[config.mk]
export PLATFORM = sky130hd
export DESIGN_NAME = ball_control_fsm
export DESIGN_NICKNAME = d
export VERILOG_FILES = /design/src/rtl/pong_pkg.sv /design/src/rtl/ball_hit_detect.sv /design/src/rtl/ball_control_fsm.sv
export SDC_FILE = /design/constraint.sdc
export NUM_CORES = 1
export LEC_CHECK = 0
export CELL_PAD_IN_SITES_DETAIL_PLACEMENT = 1
export CELL_PAD_IN_SITES_GLOBAL_PLACEMENT = 1
export CORE_ASPECT_RATIO = 1.4
export CORE_MARGIN = 2
export CORE_UTILIZATION = 40
export DETAILED_ROUTE_END_ITERATION = 10
export PLACE_DENSITY_LB_ADDON = 0.1
export RECOVER_POWER = 50
export SYNTH_ARGS = -nofsm -noshare
export SYNTH_HDL_FRONTEND = slang
export SYNTH_SLANG_ARGS = --single-unit
[constraint.sdc]
create_clock -name clk -period 5.5 [get_ports clk]
set_clock_uncertainty 0.1 [all_clocks]
set_input_delay 1.65 -clock clk [delete_from_list [all_inputs] [get_ports clk]]
set_output_delay 1.65 -clock clk [all_outputs]
set_load 0.05 [all_outputs]
[src/rtl/pong_pkg.sv]
// Shared constants, command codes and FSM encoding for the pong ball controller.
// The optional paddle-speedup feature is enabled by defining BALL_SPEEDUP_EN.
package pong_pkg;

  localparam int SCREEN_W       = 640;
  localparam int SCREEN_H       = 480;
  localparam int BALL_R         = 4;
  localparam int LEFT_PADDLE_X  = 16;
  localparam int RIGHT_PADDLE_X = 624;
  localparam int PADDLE_HALF_W  = 2;
  localparam int PADDLE_HALF_H  = 24;
  localparam int SERVE_FRAMES   = 60;

  localparam logic [9:0] BALL_RESET_X = 10'd320;
  localparam logic [9:0] BALL_RESET_Y = 10'd220;

  localparam logic [3:0] CW_HOLD       = 4'b0000;
  localparam logic [3:0] CW_DOWN_RIGHT = 4'b0001;
  localparam logic [3:0] CW_UP_LEFT    = 4'b0010;
  localparam logic [3:0] CW_DOWN_LEFT  = 4'b0011;
  localparam logic [3:0] CW_UP_RIGHT   = 4'b0100;
  localparam logic [3:0] CW_RESET      = 4'b0101;

  typedef enum logic [1:0] {
    SERVE = 2'd0,
    MOVE  = 2'd1,
    EMIT  = 2'd2
  } state_t;

  function automatic logic [3:0] dir_code(input logic dx_right, input logic dy_down);
    case ({dx_right, dy_down})
      2'b11:   dir_code = CW_DOWN_RIGHT;
      2'b00:   dir_code = CW_UP_LEFT;
      2'b01:   dir_code = CW_DOWN_LEFT;
      default: dir_code = CW_UP_RIGHT;
    endcase
  endfunction

endpackage

[src/rtl/ball_hit_detect.sv]
// Combinational collision classifier: misses, paddle hits and wall bounces
// for the current ball centre, paddle positions and travel direction.
module ball_hit_detect
  import pong_pkg::*;
(
  input  logic [9:0] ball_x,
  input  logic [9:0] ball_y,
  input  logic [9:0] left_py,
  input  logic [9:0] right_py,
  input  logic       dx_right,
  input  logic       dy_down,
  output logic       miss_l,
  output logic       miss_r,
  output logic       hit_l,
  output logic       hit_r,
  output logic       wall_t,
  output logic       wall_b
);

  localparam logic [9:0]  R10       = 10'(BALL_R);
  localparam logic [9:0]  MISS_R_X  = 10'(SCREEN_W - 1 - BALL_R);
  localparam logic [9:0]  L_FACE_X  = 10'(LEFT_PADDLE_X + PADDLE_HALF_W);
  localparam logic [9:0]  R_FACE_X  = 10'(RIGHT_PADDLE_X - PADDLE_HALF_W);
  localparam logic [9:0]  BOTTOM_Y  = 10'(SCREEN_H - 1 - BALL_R);
  localparam logic [10:0] REACH     = 11'(PADDLE_HALF_H + BALL_R);

  // Vertical offsets are taken in 11-bit signed so a paddle near y=0 never wraps.
  logic signed [10:0] off_l, off_r;
  logic [10:0]        abs_l, abs_r;

  assign off_l = $signed({1'b0, ball_y}) - $signed({1'b0, left_py});
  assign off_r = $signed({1'b0, ball_y}) - $signed({1'b0, right_py});
  assign abs_l = off_l[10] ? 11'(-off_l) : 11'(off_l);
  assign abs_r = off_r[10] ? 11'(-off_r) : 11'(off_r);

  assign miss_l = ball_x <= R10;
  assign miss_r = ball_x >= MISS_R_X;
  assign hit_l  = !dx_right && ((ball_x - R10) <= L_FACE_X) && (abs_l <= REACH);
  assign hit_r  = dx_right && ((ball_x + R10) >= R_FACE_X) && (abs_r <= REACH);
  assign wall_t = !dy_down && (ball_y <= R10);
  assign wall_b = dy_down && (ball_y >= BOTTOM_Y);

endmodule

[src/rtl/ball_control_fsm.sv]
// Per-frame ball controller: serve timing, bounce resolution and movement command words.
// Define BALL_SPEEDUP_EN to lengthen each move as paddle hits accumulate.
module ball_control_fsm
  import pong_pkg::*;
(
  input  logic       clk,
  input  logic       reset_n,
  input  logic       move_tick,
  input  logic       serve_btn,
  input  logic [9:0] ball_center_x,
  input  logic [9:0] ball_center_y,
  input  logic [9:0] left_paddle_y,
  input  logic [9:0] right_paddle_y,
  output logic [3:0] cw_ballMovement,
  output logic       score_left,
  output logic       score_right
);

  state_t      state_q, state_d;
  logic        dx_q, dx_d;
  logic        dy_q, dy_d;
  logic [5:0]  serve_cnt_q, serve_cnt_d;
  logic [2:0]  step_cnt_q, step_cnt_d;
  logic [2:0]  steps_q, steps_d;
  logic [3:0]  cw_q, cw_d;
  logic        score_l_q, score_l_d;
  logic        score_r_q, score_r_d;
  logic        nx, ny;

`ifdef BALL_SPEEDUP_EN
  logic [3:0]  hits_q, hits_d, hits_nx;
`endif

  logic miss_l, miss_r, hit_l, hit_r, wall_t, wall_b;

  ball_hit_detect u_hit (
    .ball_x   (ball_center_x),
    .ball_y   (ball_center_y),
    .left_py  (left_paddle_y),
    .right_py (right_paddle_y),
    .dx_right (dx_q),
    .dy_down  (dy_q),
    .miss_l   (miss_l),
    .miss_r   (miss_r),
    .hit_l    (hit_l),
    .hit_r    (hit_r),
    .wall_t   (wall_t),
    .wall_b   (wall_b)
  );

  always_comb begin
    state_d     = state_q;
    dx_d        = dx_q;
    dy_d        = dy_q;
    serve_cnt_d = serve_cnt_q;
    step_cnt_d  = step_cnt_q;
    steps_d     = steps_q;
    cw_d        = CW_HOLD;
    score_l_d   = 1'b0;
    score_r_d   = 1'b0;
    nx          = dx_q;
    ny          = dy_q;
`ifdef BALL_SPEEDUP_EN
    hits_d      = hits_q;
    hits_nx     = hits_q;
`endif
    case (state_q)
      SERVE: begin
        if (serve_btn || (move_tick && serve_cnt_q == 6'(SERVE_FRAMES - 1))) begin
          state_d     = MOVE;
          serve_cnt_d = '0;
        end else if (move_tick) begin
          serve_cnt_d = serve_cnt_q + 6'd1;
        end
      end
      MOVE: begin
        if (move_tick) begin
          if (miss_l || miss_r) begin
            score_r_d   = miss_l;
            score_l_d   = !miss_l;
            dx_d        = miss_l;
            cw_d        = CW_RESET;
            serve_cnt_d = '0;
            state_d     = SERVE;
`ifdef BALL_SPEEDUP_EN
            hits_d      = '0;
`endif
          end else begin
            if (hit_l)      nx = 1'b1;
            else if (hit_r) nx = 1'b0;
            if (wall_t)      ny = 1'b1;
            else if (wall_b) ny = 1'b0;
`ifdef BALL_SPEEDUP_EN
            if ((hit_l || hit_r) && hits_q != 4'hf) hits_nx = hits_q + 4'd1;
            hits_d  = hits_nx;
            steps_d = 3'd1 + {1'b0, hits_nx[3:2]};
`endif
            dx_d       = nx;
            dy_d       = ny;
            cw_d       = dir_code(nx, ny);
            step_cnt_d = 3'd1;
            state_d    = EMIT;
          end
        end
      end
      EMIT: begin
        // The command went out on the MOVE->EMIT edge; extend it until steps cycles elapse.
        if (step_cnt_q >= steps_q) begin
          step_cnt_d = '0;
          state_d    = MOVE;
        end else begin
          cw_d       = dir_code(dx_q, dy_q);
          step_cnt_d = step_cnt_q + 3'd1;
        end
      end
      default: state_d = SERVE;
    endcase
  end

  always_ff @(posedge clk) begin
    if (!reset_n) begin
      state_q     <= SERVE;
      dx_q        <= 1'b1;
      dy_q        <= 1'b1;
      serve_cnt_q <= '0;
      step_cnt_q  <= '0;
      steps_q     <= 3'd1;
      cw_q        <= CW_HOLD;
      score_l_q   <= 1'b0;
      score_r_q   <= 1'b0;
`ifdef BALL_SPEEDUP_EN
      hits_q      <= '0;
`endif
    end else begin
      state_q     <= state_d;
      dx_q        <= dx_d;
      dy_q        <= dy_d;
      serve_cnt_q <= serve_cnt_d;
      step_cnt_q  <= step_cnt_d;
      steps_q     <= steps_d;
      cw_q        <= cw_d;
      score_l_q   <= score_l_d;
      score_r_q   <= score_r_d;
`ifdef BALL_SPEEDUP_EN
      hits_q      <= hits_d;
`endif
    end
  end

  assign cw_ballMovement = cw_q;
  assign score_left      = score_l_q;
  assign score_right     = score_r_q;

endmodule
==> qor.txt <==
IO Port Bufs - 48
Total net switching power - 271.8 µW
Post-route setup slack - 0.5859 ns
Tcrit/Tclk final - 89.35%
Die H - 107.8 µm
Sink Count - 18
Post-synth EDFFs - 0
Fin nets - 534
Cells after Synth - 415
Max cap viols - 0
Internal reg-to-reg setup slack - 3.40 ns
Final setup vio count - 0
TritonCTS Buffers - 3
Cell Chain, Critical Path - clkdlybuf4s50_1 > inv_1 > ha_1 > inv_1 > fa_1 > or2_1 > o22ai_1 > o221ai_1 > nor3b_1 > nand2_2 > and4_2 > nor3_1 > o211ai_2 > a211o_1
Ys flop type - dfxtp_1
Lkg Pwr - 0.001512 µW
Net Sw Frac - 42.55%
Drt first pass iters - 4
Pin count of the biggest net entering global routing - 13
Min-Delay Startpoint - state_q[0]
H-Tree Depth - 1
Fillcell total - 967
Clk network pwr share - 17.6%
Int Pwr - 367.0 µW
Reg2reg start - state_q[1]
Total Routing Usage GR - 22.00%
CP startpoint kind - input pin
Mapped Area - 3079 µm²
WL per Instance - 16.38 µm
Post-Syn Nets - 492
Synthesis Warnings - 0
Peak VDD IR - 0.00008572 V
P&R area growth vs syn - 19.10%
Fin crit period - 4.914 ns
Initial Util - 41.57%
Place WS - 0.2982 ns
First-pass GRT wire length - 15.29 mm
CTS tree - yes
Combinational share of power - 59.8%
Routability Congestion - 0.8020
Max-slew headroom - 53.97%
Core Region - 7407 µm²
Antenna viol nets, final - 0
Hold EP - state_q[0]
Die width - 78.15 µm
Remaining Overflow, GRT - 0
Worst hold slack - 0.4224 ns
Initial DRC count - 59
Hpwl dp - 7.597 mm
Fmax - 0.2035 GHz
Setup TNS Final - 0 ns
Finished Core Util - 49.51%
DR vias/cell - 5.752
Most Frequent Cell on Critical Path - inv_1
Final wirelength - 9.057 mm
Die Footprint - 8426 µm²
HP Class - flip-flop to flip-flop
RR Endpoint - serve_cnt_q[5]
Distinct cell type count after synthesis - 83
Highest routed layer - met4
Clock Pin Slew Worst Setup and Hold Paths - 0.07 ns
Initial antenna violation count - 0
Via count - 3,181
RSZ-0062 raised after global routing - no
Design Power - 638.8 µW
CTS resizes - 0
Setup Buffers After CTS - 0
I/O pin total - 50
Clock latency at the later pin of the worst-skew pair - 0.27 ns
Worst Path Arrival - 4.98 ns
Power per Cell Area - 174.2 nW/µm²
M1 wire length - 3.836 mm
CP Class - input pin to flip-flop
Max Root-Sink Buffers - 2
Avg Inst Size Synth - 7.420 µm²
Worst-Margin Slew - 0.6816 ns
Crit. End Element - flip-flop
Worst-path fanout max - 4
Sequential share of power - 22.6%
Row count - 37
Async SR Flop Fraction - 0%
Met2 WL - 4.808 mm
DR DRC count - 0
N_diodes - 0
CTS Hold Bufs - 0
Critical path's largest stage delay - 0.44 ns
Status - finished, final reports clean
Slowest-stage cell, CP - clkdlybuf4s50_1
Endpoints failing hold - 0
Layout cell share with drive strength beyond 1 - 6.360%
WP data required - 5.56 ns
Hold path depth - 2
Sequential fraction of the synthesis area - 11.70%
Reg2reg path depth - 9
Met3 routed WL - 145 µm
Vias in the first global route - 3,347
Synthesized flop and latch total - 18
Clk Tree Root Cell - clkbuf_8
Slew Viols, Final - 0
[metrics by stage]
stage	instances	area, µm²
4_1_cts	553	3667
3_3_place_gp	549	3612
2_1_floorplan	415	3079
5_1_grt	553	3667
3_5_place_dp	549	3612
6_report	553	3667
[cell type report]
cell class | count | area, µm² | share of cell area [%]
Sequential cell | 18 | 360.3 | 9.826
Tap cell | 97 | 121.4 | 3.309
Inverter | 40 | 150.1 | 4.094
Multi-Input combinational cell | 346 | 2500 | 68.17
Timing Repair Buffer | 48 | 480.5 | 13.10
Clock buffer | 4 | 55.05 | 1.501
[flip-flops by register name, indices dropped and copies added (netlist names)]
signal,count
score_right,1
step_cnt_q,3
cw_ballMovement,3
dx_q,1
serve_cnt_q,6
dy_q,1
score_left,1
state_q,2
[how the worst max path moves through the flow]
stage	from	end	slack (ns)	depth (start not counted)
after global routing	ball_center_y[0]	cw_ballMovement[2]	0.25	13
after detailed placement	ball_center_y[0]	cw_ballMovement[2]	0.30	14
after floorplan	ball_center_y[0]	cw_ballMovement[2]	1.02	13
after global placement	ball_center_y[0]	cw_ballMovement[2]	0.37	14
final	ball_center_y[0]	cw_ballMovement[2]	0.59	14
after CTS	ball_center_y[0]	cw_ballMovement[2]	0.58	14
[cell usage after synthesis, types with 3 or more instances]
library cell | count | area, µm²
o21a_1 | 5 | 37.54
dfxtp_1 | 18 | 360.4
inv_1 | 40 | 150.1
nor3b_1 | 3 | 22.52
nand2_1 | 34 | 127.6
o41ai_1 | 3 | 26.28
o21ai_0 | 13 | 65.06
clkbuf_1 | 3 | 11.26
buf_2 | 4 | 20.02
xor2_1 | 4 | 35.03
a21o_1 | 10 | 75.07
a211o_1 | 4 | 35.03
nor3_1 | 13 | 65.06
and3_1 | 3 | 18.77
a31oi_1 | 4 | 25.02
o311a_1 | 4 | 40.04
o31ai_1 | 3 | 22.52
nor2b_1 | 10 | 62.56
o22ai_1 | 5 | 31.28
a21oi_1 | 32 | 160.2
nand4_1 | 4 | 25.02
nor2_1 | 37 | 138.9
nand2b_1 | 9 | 56.30
and2_1 | 5 | 31.28
o211ai_1 | 5 | 37.54
xnor2_1 | 8 | 70.07
mux2i_1 | 5 | 50.05
or3_1 | 7 | 43.79
ha_1 | 31 | 387.9
o2bb2ai_1 | 3 | 26.28
nand3_1 | 16 | 80.08
nor4_1 | 5 | 31.28
[critical path, delay by kind of cell]
| kind | cells | cell delay (ns) |
|---|---|---|
| compound gates | 4 | 0.75 |
| fa+ha+maj | 2 | 0.66 |
| buf+inv | 3 | 0.61 |
| simple gates | 5 | 1.30 |
[per-layer routing]
layer	track usage, %	vias to the layer above
met3	1.007	18
met1	23.79	1500
li1	-	1612
met4	8.271	0
met2	44.03	51
met5	0	-
[logic make-up (layout without fill, tap and decap cells)]
group,count (synthesis),in the layout,share of synthesized area (%)
AOI/OAI and AO/OA,129,129,32.22
xor gates and xnor gates,15,15,4.998
buffers and inverters,51,92,7.111
muxes,6,6,1.991
and+or+nand+nor,162,162,27.96
adders and majority gates,33,33,13.90
DFF,18,18,11.70
other,1,1,0.1218
[layout by cell type (no fill, tap or decap), drive strengths merged, types with 5 or more instances in the layout]
cell type,Yosys,final
clkdlybuf4s50,0,41
inv,40,40
nor2,37,37
nand2,35,35
a21oi,34,34
ha,31,31
dfxtp,18,18
nand3,16,16
o21ai,14,14
nor3,13,13
nor2b,11,11
a21o,10,10
nand2b,9,9
xnor2,9,9
or3,8,8
dlygate4sd3,0,7
and2,6,6
o211ai,6,6
xor2,6,6
mux2i,5,5
o21a,5,5
o22ai,5,5
nor4,5,5
[power groups by stage]
stage / sequential, µW / clock [µW] / combinational, µW
5_1_grt: 145 / 120 / 423
4_1_cts: 145 / 115 / 384
6_report: 144 / 112 / 382
2_1_floorplan: 148 / 0 / 277
3_3_place_gp: 147 / 0 / 370
3_5_place_dp: 147 / 0 / 381
Note: power is estimated with default switching activity, not from simulation.
